===== src/rtl/pc_unit.sv =====
// pc_unit: program-counter unit for the DLX fetch stage.
// Holds the fetch address and advances it on the write-back strobe. Also
// provides a return-address stack, trap entry with a saved exception PC,
// and rejection of misaligned jump targets.
module pc_unit #(
    parameter int              WIDTH        = 32,
    parameter logic [WIDTH-1:0] RESET_VECTOR = '0,
    parameter logic [WIDTH-1:0] TRAP_VECTOR  = WIDTH'(32'h0000_0100),
    parameter int              RAS_DEPTH    = 4
) (
    input  logic                               clk,
    input  logic                               reset_n,
    input  logic                               WB,
    input  logic [2:0]                         pc_cmd,
    input  logic [WIDTH-1:0]                   pc_v,
    input  logic                               trap,
    output logic [WIDTH-1:0]                   i_address,
    output logic [WIDTH-1:0]                   link,
    output logic [WIDTH-1:0]                   epc,
    output logic [$clog2(RAS_DEPTH+1)-1:0]     ras_count,
    output logic                               ras_overflow,
    output logic                               ras_underflow,
    output logic                               misaligned_fault
);

    localparam int PW = $clog2(RAS_DEPTH);
    localparam int CW = $clog2(RAS_DEPTH + 1);

    localparam logic [PW-1:0] PTR_MAX    = PW'(RAS_DEPTH - 1);
    localparam logic [CW-1:0] COUNT_FULL = CW'(RAS_DEPTH);

    localparam logic [2:0] CMD_SEQ   = 3'b000;
    localparam logic [2:0] CMD_HOLD  = 3'b001;
    localparam logic [2:0] CMD_REL   = 3'b010;
    localparam logic [2:0] CMD_ABS   = 3'b011;
    localparam logic [2:0] CMD_CALLR = 3'b100;
    localparam logic [2:0] CMD_CALLA = 3'b101;
    localparam logic [2:0] CMD_RET   = 3'b110;
    localparam logic [2:0] CMD_ERET  = 3'b111;

    logic [WIDTH-1:0] pc;
    logic [WIDTH-1:0] ras_mem [RAS_DEPTH];
    logic [PW-1:0]    top_ptr;
    logic [PW-1:0]    ptr_next;
    logic [PW-1:0]    ptr_prev;

    logic [WIDTH-1:0] target;
    logic             cmd_push;
    logic             cmd_pop;
    logic             cmd_underflow;
    logic             misaligned;
    logic             ras_empty;
    logic             do_cmd;
    logic             do_push;

    assign i_address = pc;
    assign link      = pc + WIDTH'(4);
    assign ras_empty = (ras_count == '0);

    // top_ptr marks the next free slot; wrap by hand so non-power-of-two depths work
    always_comb begin
        ptr_next = (top_ptr == PTR_MAX) ? '0 : top_ptr + PW'(1);
        ptr_prev = (top_ptr == '0) ? PTR_MAX : top_ptr - PW'(1);
    end

    // Decode the command into a target address and its stack side effects
    always_comb begin
        target        = pc;
        cmd_push      = 1'b0;
        cmd_pop       = 1'b0;
        cmd_underflow = 1'b0;
        case (pc_cmd)
            CMD_SEQ:   target = link;
            CMD_HOLD:  target = pc;
            CMD_REL:   target = pc + pc_v;
            CMD_ABS:   target = pc_v;
            CMD_CALLR: begin
                target   = pc + pc_v;
                cmd_push = 1'b1;
            end
            CMD_CALLA: begin
                target   = pc_v;
                cmd_push = 1'b1;
            end
            CMD_RET: begin
                if (!ras_empty) begin
                    target  = ras_mem[ptr_prev];
                    cmd_pop = 1'b1;
                end else begin
                    target        = pc_v;
                    cmd_underflow = 1'b1;
                end
            end
            CMD_ERET:  target = epc;
            default:   target = pc;
        endcase
        misaligned = (pc_cmd[2] | pc_cmd[1]) && (target[1:0] != 2'b00);
        do_cmd     = WB && !trap && !misaligned;
        do_push    = do_cmd && cmd_push;
    end

    // Stack entries are plain storage; reset only clears pointer and count
    always_ff @(posedge clk) begin
        if (reset_n && do_push) begin
            ras_mem[top_ptr] <= link;
        end
    end

    // PC, EPC, stack bookkeeping and status flags
    always_ff @(posedge clk) begin
        if (!reset_n) begin
            pc               <= RESET_VECTOR;
            epc              <= '0;
            top_ptr          <= '0;
            ras_count        <= '0;
            ras_overflow     <= 1'b0;
            ras_underflow    <= 1'b0;
            misaligned_fault <= 1'b0;
        end else begin
            ras_underflow    <= 1'b0;
            misaligned_fault <= 1'b0;
            if (WB) begin
                if (trap) begin
                    epc <= pc;
                    pc  <= TRAP_VECTOR;
                end else if (misaligned) begin
                    epc              <= pc;
                    pc               <= TRAP_VECTOR;
                    misaligned_fault <= 1'b1;
                end else begin
                    pc <= target;
                    if (cmd_push) begin
                        top_ptr <= ptr_next;
                        if (ras_count == COUNT_FULL) begin
                            ras_overflow <= 1'b1;
                        end else begin
                            ras_count <= ras_count + CW'(1);
                        end
                    end
                    if (cmd_pop) begin
                        top_ptr   <= ptr_prev;
                        ras_count <= ras_count - CW'(1);
                    end
                    if (cmd_underflow) begin
                        ras_underflow <= 1'b1;
                    end
                end
            end
        end
    end

endmodule

===== config.mk =====
export PLATFORM = sky130hd
export DESIGN_NAME = pc_unit
export DESIGN_NICKNAME = d
export VERILOG_FILES = /design/src/rtl/pc_unit.sv
export SDC_FILE = /design/constraint.sdc
export NUM_CORES = 1
export LEC_CHECK = 0
export ABC_AREA = 1
export BUFFER_PORTS_ARGS = -buffer_cell sky130_fd_sc_hd__buf_2
export CAP_MARGIN = 20
export CORE_MARGIN = 3
export CORE_UTILIZATION = 55
export CTS_CLUSTER_DIAMETER = 150
export DETAILED_ROUTE_END_ITERATION = 12
export PLACE_DENSITY_LB_ADDON = 0.25
export SETUP_SLACK_MARGIN = 0.05
export SLEW_MARGIN = 40
export SYNTH_ARGS = -nofsm -noshare
export SYNTH_HDL_FRONTEND = slang
export SYNTH_SLANG_ARGS = --single-unit

===== constraint.sdc =====
create_clock -name clk -period 6.05 [get_ports clk]
set_input_delay 1.21 -clock clk [delete_from_list [all_inputs] [get_ports clk]]
set_output_delay 1.21 -clock clk [all_outputs]
set_load 0.01 [all_outputs]

==> results of run 1 <==
## synth_stat cells (9+ instances only)
master,number
nand2_1,511
inv_1,189
nor2_1,166
nand3_1,147
a21oi_1,131
edfxtp_1,128
dfxtp_1,72
o21ai_0,56
ha_1,36
clkbuf_1,33
nor3_1,20
xor2_1,15
nand4_1,14
or2_2,14
a31oi_1,12
nand3b_1,11
o22ai_1,11
buf_4,10
buf_1,9
## cell type report
type | instances | area [um^2]
clock buffer | 17 | 425
clock inverter | 15 | 221
fill | 1974 | 7680
inverter | 194 | 728
multi-input combinational | 1192 | 5740
sequential | 200 | 5290
tap | 275 | 344
timing repair buffer | 152 | 791
## cell usage in the layout (no fill, tap or decap), types with 11 or more instances in the layout
| master | Yosys | routed |
|---|---|---|
| a21oi_1 | 131 | 131 |
| a31oi_1 | 12 | 12 |
| buf_2 | 6 | 140 |
| buf_4 | 10 | 12 |
| clkbuf_16 | 0 | 17 |
| dfxtp_1 | 72 | 72 |
| edfxtp_1 | 128 | 128 |
| ha_1 | 36 | 36 |
| inv_1 | 189 | 188 |
| nand2_1 | 511 | 511 |
| nand3_1 | 147 | 147 |
| nand3b_1 | 11 | 11 |
| nand4_1 | 14 | 14 |
| nor2_1 | 166 | 159 |
| nor3_1 | 20 | 20 |
| o21ai_0 | 56 | 56 |
| o22ai_1 | 11 | 11 |
| or2_2 | 14 | 14 |
| xor2_1 | 15 | 15 |
## where the power goes
part	switching, mW	internal (mW)
sequential	0.0273	1.46
combinational	0.282	0.117
clock	0.607	0.643
total	0.916	2.22
## flip-flops by register name (all words and copies together) (netlist names)
name              cells
ras_count             3
i_address            32
top_ptr               2
epc                  32
ras_underflow         1
ras_overflow          1
misaligned_fault      1
ras_mem             128
## stage by stage
step	total power [mW]	worst slack (ps)
global placement	1.89	1710
detailed placement	1.90	1670
floorplan	1.76	1540
CTS	3.13	2080
finish	3.13	2040
global route	3.23	1840
## routing by layer
layer	part of all wire, %	vias up	GRT usage [%]
met5	0	-	0
met3	10	52	6.39
met1	43	5510	52.5
li1	-	5616	-
met4	1.8	0	7.70
met2	45	621	53.6
## path summary, 6_finish.rpt
check / from / to / cells after the start
max: i_address[2]$_SDFFE_PN0P_ / link[18] / 8
min: ras_overflow$_SDFFE_PN0P_ / ras_overflow$_SDFFE_PN0P_ / 2
max reg2reg: top_ptr[0]$_SDFFE_PN0P_ / epc[27]$_SDFFE_PN0P_ / 15
min reg2reg: ras_overflow$_SDFFE_PN0P_ / ras_overflow$_SDFFE_PN0P_ / 2
## kinds of logic (layout without fill, tap and decap cells)
family                     count (synthesis)  count (layout)  synth area share (%)
DFF                                      200             200                  44.1
xor gates and xnor gates                  16              16                  1.17
adders and majority gates                 38              38                  4.09
muxes                                      6               6                 0.501
AOI/OAI and AO/OA                        228             228                  10.2
and+or+nand+nor                          904             904                  31.7
buffers and inverters                    252             378                  8.27
## worst max-delay path, stage by stage (launching register included)
cell and delay (ps):
dfxtp_1 540, ha_1 390, inv_1 90, nor3_2 400, nand2_1 170, nor2_1 170, xor2_1 290, inv_1 150
buf_2 160
==> flow_summary.json, run 1 <==
{
  "maxSlewHeadroom_pct": 45.2,
  "fin_crit_ps": 4010,
  "via_per_inst": 5.77,
  "syn_area_per_cell_um2": 7.29,
  "post-cts-setup-buffers": 0,
  "start_kind": "flop",
  "hold_buffers": 0,
  "drv_slew": 0,
  "die-area_um2": 23600,
  "worst_pin_slew_ps": 819,
  "synth_area_leaders": "edfxtp_1 (32%), nand2_1 (16%), dfxtp_1 (12%)",
  "power_density_nw_per_um2": 231,
  "asyncSetResetFlopFracSynth_pct": 0,
  "synth_edf_count": 128,
  "antenna_found_initial": 0,
  "peakVddDrop_mv": 0.190,
  "cp.required_ps": 4840,
  "core_area_um2": 21200,
  "rrSetupSlack_ps": 2090,
  "cp-end-kind": "output port",
  "final_area_um2": 13500,
  "fin_tns_setup_ps": 0,
  "setup_viol": 0,
  "grt_first_pass_wirelength_mm": 63.3,
  "cts_made_buffers": 17,
  "synth_flop_cell": "edfxtp_1",
  "whs_ps": 453,
  "fin_nets": 1834,
  "syn2layout_area_growth_pct": 13.0,
  "netlist_area_um2": 12000,
  "h-tree-depth": 4,
  "dp_hpwl_mm": 31.2,
  "syn_inst": 1644,
  "placed_area_um2": 12900,
  "ys_seq_area_share_pct": 44.1,
  "wl_per_cell_um": 20.7,
  "drt-total-wl_mm": 42.4,
  "diodes": 0,
  "yosysTopAreaCell": "edfxtp_1",
  "grt_setup_unrepaired": "false",
  "num_rows": 53,
  "ant_nets": 0,
  "cts_sinks": 200,
  "yosysTopAreaCellShare_pct": 32.1,
  "final_cells": 2045,
  "drt_first_pass_iters": 7,
  "gr-total-overflow": 0,
  "tritoncts": "yes",
  "grt_max_degree": 66,
  "cts_resized": 0,
  "crit_type": "flop to output port",
  "p_leak_nw": 6.21,
  "path_clk_slew_ps": 90,
  "track_usage_pct": 35.1,
  "clock_latency_ps": 440,
  "io_pins": 141,
  "yosysWarnings": 0,
  "worstPathArrival_ps": 2800,
  "drive_gt1_share_pct": 12.7,
  "path_max_fanout": 8,
  "run_status": "finished clean",
  "first_global_vias": 10700,
  "min_path_type": "flop to flop",
  "portBuffers": 140,
  "initial_core_util_pct": 56.5,
  "drtIter0Drc": 1316,
  "fmax_mhz": 250,
  "skew_ps": 22.9,
  "cts_max_path_buffers": 2,
  "routabilityCongestion": 1.00,
  "synthDistinctLibCells": 41,
  "synth_nets": 1721,
  "dr_total_vias": 11800,
  "period_share_pct": 66.2,
  "ys_ff_latch": 200,
  "die_w_um": 154,
  "route.detailed.drc": 0,
  "maxCapViolCount": 0,
  "hold_violations": 0,
  "fp.dieH_um": 154,
  "fin_util_pct": 63.8,
  "dp.cells": 2013,
  "cts_root_buf": "clkbuf_16"
}
No activity file was read; power rests on OpenSTA's default activity.
==> inputs of run 2 (changes only) <==
--- a/config.mk
+++ b/config.mk
@@ -9,7 +9,7 @@
 export BUFFER_PORTS_ARGS = -buffer_cell sky130_fd_sc_hd__buf_2
 export CAP_MARGIN = 20
 export CORE_MARGIN = 3
-export CORE_UTILIZATION = 55
+export CORE_UTILIZATION = 54
 export CTS_CLUSTER_DIAMETER = 150
 export DETAILED_ROUTE_END_ITERATION = 12
 export PLACE_DENSITY_LB_ADDON = 0.25
==> constraint.sdc (replaced) <==
create_clock -name clk -period 3.3 [get_ports clk]
set_input_delay 0.66 -clock clk [delete_from_list [all_inputs] [get_ports clk]]
set_output_delay 0.66 -clock clk [all_outputs]
set_load 0.01 [all_outputs]
==> run 2 against run 1 <==
Effect of this change:
- die area increased by 1.8%
- sequential cell count unchanged
- non-clock buffer count increased by 35
- global-route usage decreased by 0.85 points
- clock power increased by 85%
- core utilization increased by 1.1 points
- critical endpoint is now link[29]
==> flow_summary.json, run 2 (same netlist as run 1, synthesis figures left out) <==
{
  "run_status": "finished clean",
  "p_switching_mw": 1.80,
  "routabilityCongestion": 1.02,
  "cp-end-kind": "output port",
  "fmax_mhz": 322,
  "start_kind": "flop",
  "clock_latency_ps": 440,
  "ant_nets": 0,
  "crit_slowest_cell": "dfxtp_1",
  "cp.required_ps": 2640,
  "p_int_mw": 4.00,
  "hold_buffers": 0,
  "via_per_inst": 5.77,
  "r2r_start": "i_address[0]$_SDFFE_PN0P_",
  "dp_worst_setup_slack_ps": -70.0,
  "cts_sinks": 200,
  "comb_power_share_pct": 13.4,
  "layout_commonest_cell": "nand2_1",
  "h-tree-depth": 4,
  "final_area_um2": 13900,
  "cts_made_buffers": 17,
  "cts_root_buf": "clkbuf_16",
  "track_usage_pct": 34.2,
  "route.detailed.drc": 0,
  "fin_crit_ps": 3100,
  "post-cts-setup-buffers": 0,
  "io_pins": 141,
  "drv_slew": 0,
  "power_density_nw_per_um2": 417,
  "core_area_um2": 21400,
  "dp_hpwl_mm": 30.9,
  "maxSlewHeadroom_pct": 55.8,
  "largest_reg_flops": 128,
  "die_w_um": 155,
  "holdCritStartpoint": "ras_overflow$_SDFFE_PN0P_",
  "diodes": 0,
  "dr_total_vias": 12000,
  "peakVddDrop_mv": 0.478,
  "syn2layout_area_growth_pct": 16.0,
  "power_frac_clock_pct": 39.9,
  "fillers": 1939,
  "crit_type": "flop to output port",
  "tritoncts": "yes",
  "cpPeakStageDelay_ps": 520,
  "fp.dieH_um": 155,
  "cpMostUsedCell": "nand2_1",
  "switching_share_pct": 31.0,
  "met3_usage_pct": 6.29,
  "met2_usage_pct": 51.2,
  "skew_ps": 14.9,
  "die-area_um2": 24000,
  "period_share_pct": 94.0,
  "drt-total-wl_mm": 41.8,
  "worstPathArrival_ps": 2440,
  "path_clk_slew_ps": 90,
  "grt_first_pass_wirelength_mm": 62.9,
  "startpoint": "i_address[11]$_SDFFE_PN0P_",
  "final_cell_mix": "nand2_1 (510), inv_1 (188), nor2_1 (158), nand3_1 (147), buf_2 (140)",
  "wl_per_cell_um": 20.1,
  "gr-usage-met1_pct": 50.6,
  "portBuffers": 140,
  "worst_pin_slew_ps": 663,
  "placed_area_um2": 13200,
  "gr-total-overflow": 0,
  "grt_max_degree": 61,
  "grt_setup_unrepaired": "true",
  "regMostFlops": "ras_mem",
  "p_leak_nw": 6.43,
  "path_max_fanout": 6,
  "grt_busiest_layer": "met2",
  "antenna_found_initial": 1,
  "initial_core_util_pct": 55.9,
  "drive_gt1_share_pct": 15.0,
  "setup_viol": 0,
  "num_rows": 53,
  "fin_nets": 1869,
  "path_cells": "nand2_1 -> nor2_1 -> nand3_1 -> o31ai_1 -> nand2_1 -> inv_1 -> buf_2",
  "drtIter0Drc": 1274,
  "min_path_type": "flop to flop",
  "hold_violations": 0,
  "fin_util_pct": 64.9,
  "maxCapViolCount": 0,
  "seqPwrFrac_pct": 46.7,
  "setup_ws_ps": 197,
  "cts_max_path_buffers": 2,
  "cts_resized": 1,
  "first_global_vias": 10900,
  "drt_first_pass_iters": 6,
  "rrSetupSlack_ps": 280
}
## run 2: cell types whose count changed in the layout (fill, tap and decap cells not counted), moves of 2 or more
cell,delta
nor2_2,+4
inv_12,+7
dfxtp_1,-6
bufinv_16,-2
nor3_1,-2
buf_12,+6
clkinv_4,-3
dfxtp_2,+6
buf_4,+29
nor2_4,-3
clkinv_8,-2
## run 2: layout make-up
| class | instances | area (um^2) | area share, % |
|---|---|---|---|
| inverter | 194 | 728 | 5.24 |
| timing repair buffer | 187 | 1130 | 8.12 |
| sequential | 200 | 5290 | 38.1 |
| clock inverter | 15 | 225 | 1.62 |
| multi-input combinational | 1192 | 5760 | 41.4 |
| clock buffer | 17 | 425 | 3.06 |
| tap | 275 | 344 | 2.48 |
## run 2: metrics by stage
step,TNS [ps],instances,power (mW),hold slack (ps)
final,0,2080,5.79,444
after global routing,0,2080,5.99,488
after CTS,0,2080,5.78,446
after detailed placement,-5510,2048,3.51,431
after global placement,0,2048,3.50,445
after floorplan,-24180,1644,3.22,467
## run 2: metal layers
layer	vias up	wire [um]
met5	-	7
met4	2	1270
met3	73	4900
met2	676	18300
met1	5554	17400
li1	5690	-
## run 2: power by group through the flow
stage | logic (mW) | clock network, mW | registers, mW
after floorplan | 0.459 | 0 | 2.76
after global placement | 0.739 | 0 | 2.76
after detailed placement | 0.747 | 0 | 2.76
after CTS | 0.752 | 2.33 | 2.70
after global routing | 0.842 | 2.44 | 2.71
final | 0.777 | 2.31 | 2.71
## run 2: worst max-delay path: cells and delay by family (launching register included)
family,cells,cell delay (ps)
and+or+nand+nor,4,700
AOI/OAI and AO/OA,1,480
buffers and inverters,2,310
DFF,1,520
## run 2: path summary, 6_finish.rpt
kind | depth (start not counted) | end
min reg2reg | 2 | ras_overflow$_SDFFE_PN0P_
max reg2reg | 14 | ras_mem[2][26]$_DFFE_PP_
min | 2 | ras_overflow$_SDFFE_PN0P_
max | 7 | link[29]
==> inputs of run 3 (changes only) <==
--- a/config.mk
+++ b/config.mk
@@ -12,7 +12,8 @@
 export CORE_UTILIZATION = 54
 export CTS_CLUSTER_DIAMETER = 150
 export DETAILED_ROUTE_END_ITERATION = 12
-export PLACE_DENSITY_LB_ADDON = 0.25
+export PLACE_DENSITY = 0.78
+export RECOVER_POWER = 50
 export SETUP_SLACK_MARGIN = 0.05
 export SLEW_MARGIN = 40
 export SYNTH_ARGS = -nofsm -noshare
==> run 3 against run 2 <==
Effect of this change:
- the flow now finishes with violations (max-capacitance violations, max-slew violations)
- register-to-register slack improved by 20 ps
- largest cell class unchanged
- highest routed layer unchanged
- clock power is 7% lower
- clock-buffer cell count unchanged
==> flow_summary.json, run 3 (same netlist as run 1, synthesis figures left out) <==
{
  "final_area_um2": 13700,
  "run_status": "finished with violations",
  "grt_max_degree": 61,
  "worstPathArrival_ps": 2470,
  "final_cell_mix": "nand2_1 (511), inv_1 (188), nor2_1 (158), nand3_1 (147), a21oi_1 (131)",
  "peakVddDrop_mv": 0.337,
  "whs_ps": 443,
  "ant_nets": 0,
  "fillers": 1989,
  "power_density_nw_per_um2": 410,
  "route.detailed.drc": 0,
  "setup_viol": 0,
  "syn2layout_area_growth_pct": 14.4,
  "final-seq-area_um2": 5290,
  "maxSlewHeadroom_pct": -24.9,
  "cts_max_path_buffers": 2,
  "h-tree-depth": 4,
  "wl_per_cell_um": 20.0,
  "fin_crit_ps": 3130,
  "hold_violations": 0,
  "fin_total_pwr_mw": 5.62,
  "skew_ps": 14.5,
  "drtIter0Drc": 1344,
  "cts_sinks": 200,
  "via_per_inst": 5.75,
  "gr-total-overflow": 0,
  "min_path_type": "flop to flop",
  "violations": "max-capacitance violations, max-slew violations",
  "drt-total-wl_mm": 41.8,
  "drv_slew": 44,
  "grt_setup_unrepaired": "false",
  "tritoncts": "yes",
  "drt_first_pass_iters": 7,
  "first_global_vias": 10900,
  "io_pins": 141,
  "initial_core_util_pct": 55.9,
  "p_leak_nw": 6.05,
  "num_rows": 53,
  "portBuffers": 140,
  "core_area_um2": 21400,
  "drive_gt1_share_pct": 10.2,
  "die_w_um": 155,
  "placed_area_um2": 13200,
  "hold_buffers": 0,
  "start_kind": "flop",
  "fin_util_pct": 64.0,
  "layout_commonest_cell": "nand2_1",
  "diodes": 0,
  "grt_first_pass_wirelength_mm": 62.6,
  "maxCapViolCount": 1,
  "track_usage_pct": 34.0,
  "cp-end-kind": "output port",
  "path_max_fanout": 6,
  "cp.required_ps": 2640,
  "cts_made_buffers": 17,
  "clock_latency_ps": 440,
  "fp.dieH_um": 155,
  "regMostFlops": "ras_mem",
  "path_clk_slew_ps": 80,
  "largest_reg_flops": 128,
  "period_share_pct": 94.8,
  "antenna_found_initial": 1,
  "crit_type": "flop to output port",
  "die-area_um2": 24000,
  "worst_pin_slew_ps": 1860,
  "dp_hpwl_mm": 31.5,
  "cts_root_buf": "clkbuf_16",
  "fmax_mhz": 320,
  "multi_input_area_um2": 5750,
  "routabilityCongestion": 1.03,
  "fin_tns_setup_ps": 0,
  "fin_nets": 1872,
  "dr_total_vias": 12000
}
## run 3: changes by cell type in the layout (fill, tap and decap cells not counted), sizes merged
| cell | change |
|---|---|
| clkinvlp | +1 |
| buf | -82 |
| clkinv | +2 |
| inv | -3 |
| clkbuf | +85 |
## run 3: layout make-up
type	count	share of cell area, %
clock inverters	15	1.34
well taps	275	2.51
flip-flops and latches	200	38.6
clock buffers	17	3.10
repair buffers	190	7.24
multi-input cells	1192	41.9
inverters	194	5.32
## run 3: worst paths after layout
kind / start / endpoint / slack (ps) / cells after the start
hold / removal: ras_overflow$_SDFFE_PN0P_ / ras_overflow$_SDFFE_PN0P_ / 440 / 2
hold reg to reg: ras_overflow$_SDFFE_PN0P_ / ras_overflow$_SDFFE_PN0P_ / 440 / 2
setup reg to reg: top_ptr[0]$_SDFFE_PN0P_ / epc[31]$_SDFFE_PN0P_ / 300 / 17
setup / recovery: i_address[8]$_SDFFE_PN0P_ / link[21] / 170 / 10
## run 3: layer usage
layer / up-vias / wire, um / GRT usage (%)
met3: 87 / 4670 / 7.12
met2: 650 / 18400 / 52.3
li1: 5692 / - / -
met1: 5551 / 17300 / 48.6
met5: - / 13 / 0
met4: 2 / 1320 / 10.5
## run 3: stage by stage
step	setup WS, ps	std cells
after floorplan	-189	1644
after global placement	23.7	2051
after detailed placement	-47.9	2051
after CTS	98.2	2083
after global routing	51.4	2083
final	173	2083
## run 3: worst max-delay path, stage by stage, from the launching register on
cell and delay (ps):
dfxtp_2 460, nand2_1 130, nor2_1 170, nand2_1 110, inv_1 130, nand3_1 170, nor2_2 180, nand2_1 90
or2_2 300, nand2_2 150, buf_2 160
## run 3: power breakdown
part	leakage (nW)	switching, mW	total, mW	internal, mW
clock network	0.297	1.11	2.15	1.04
registers	1.79	0.0364	2.71	2.67
logic	3.96	0.533	0.763	0.229
total	6.05	1.67	5.62	3.94
## run 3: timing repair
action	in CTS	in global routing
resized for setup	2	8
setup buffers	0	0
endpoints found under the setup margin	1	131
gates cloned	0	0
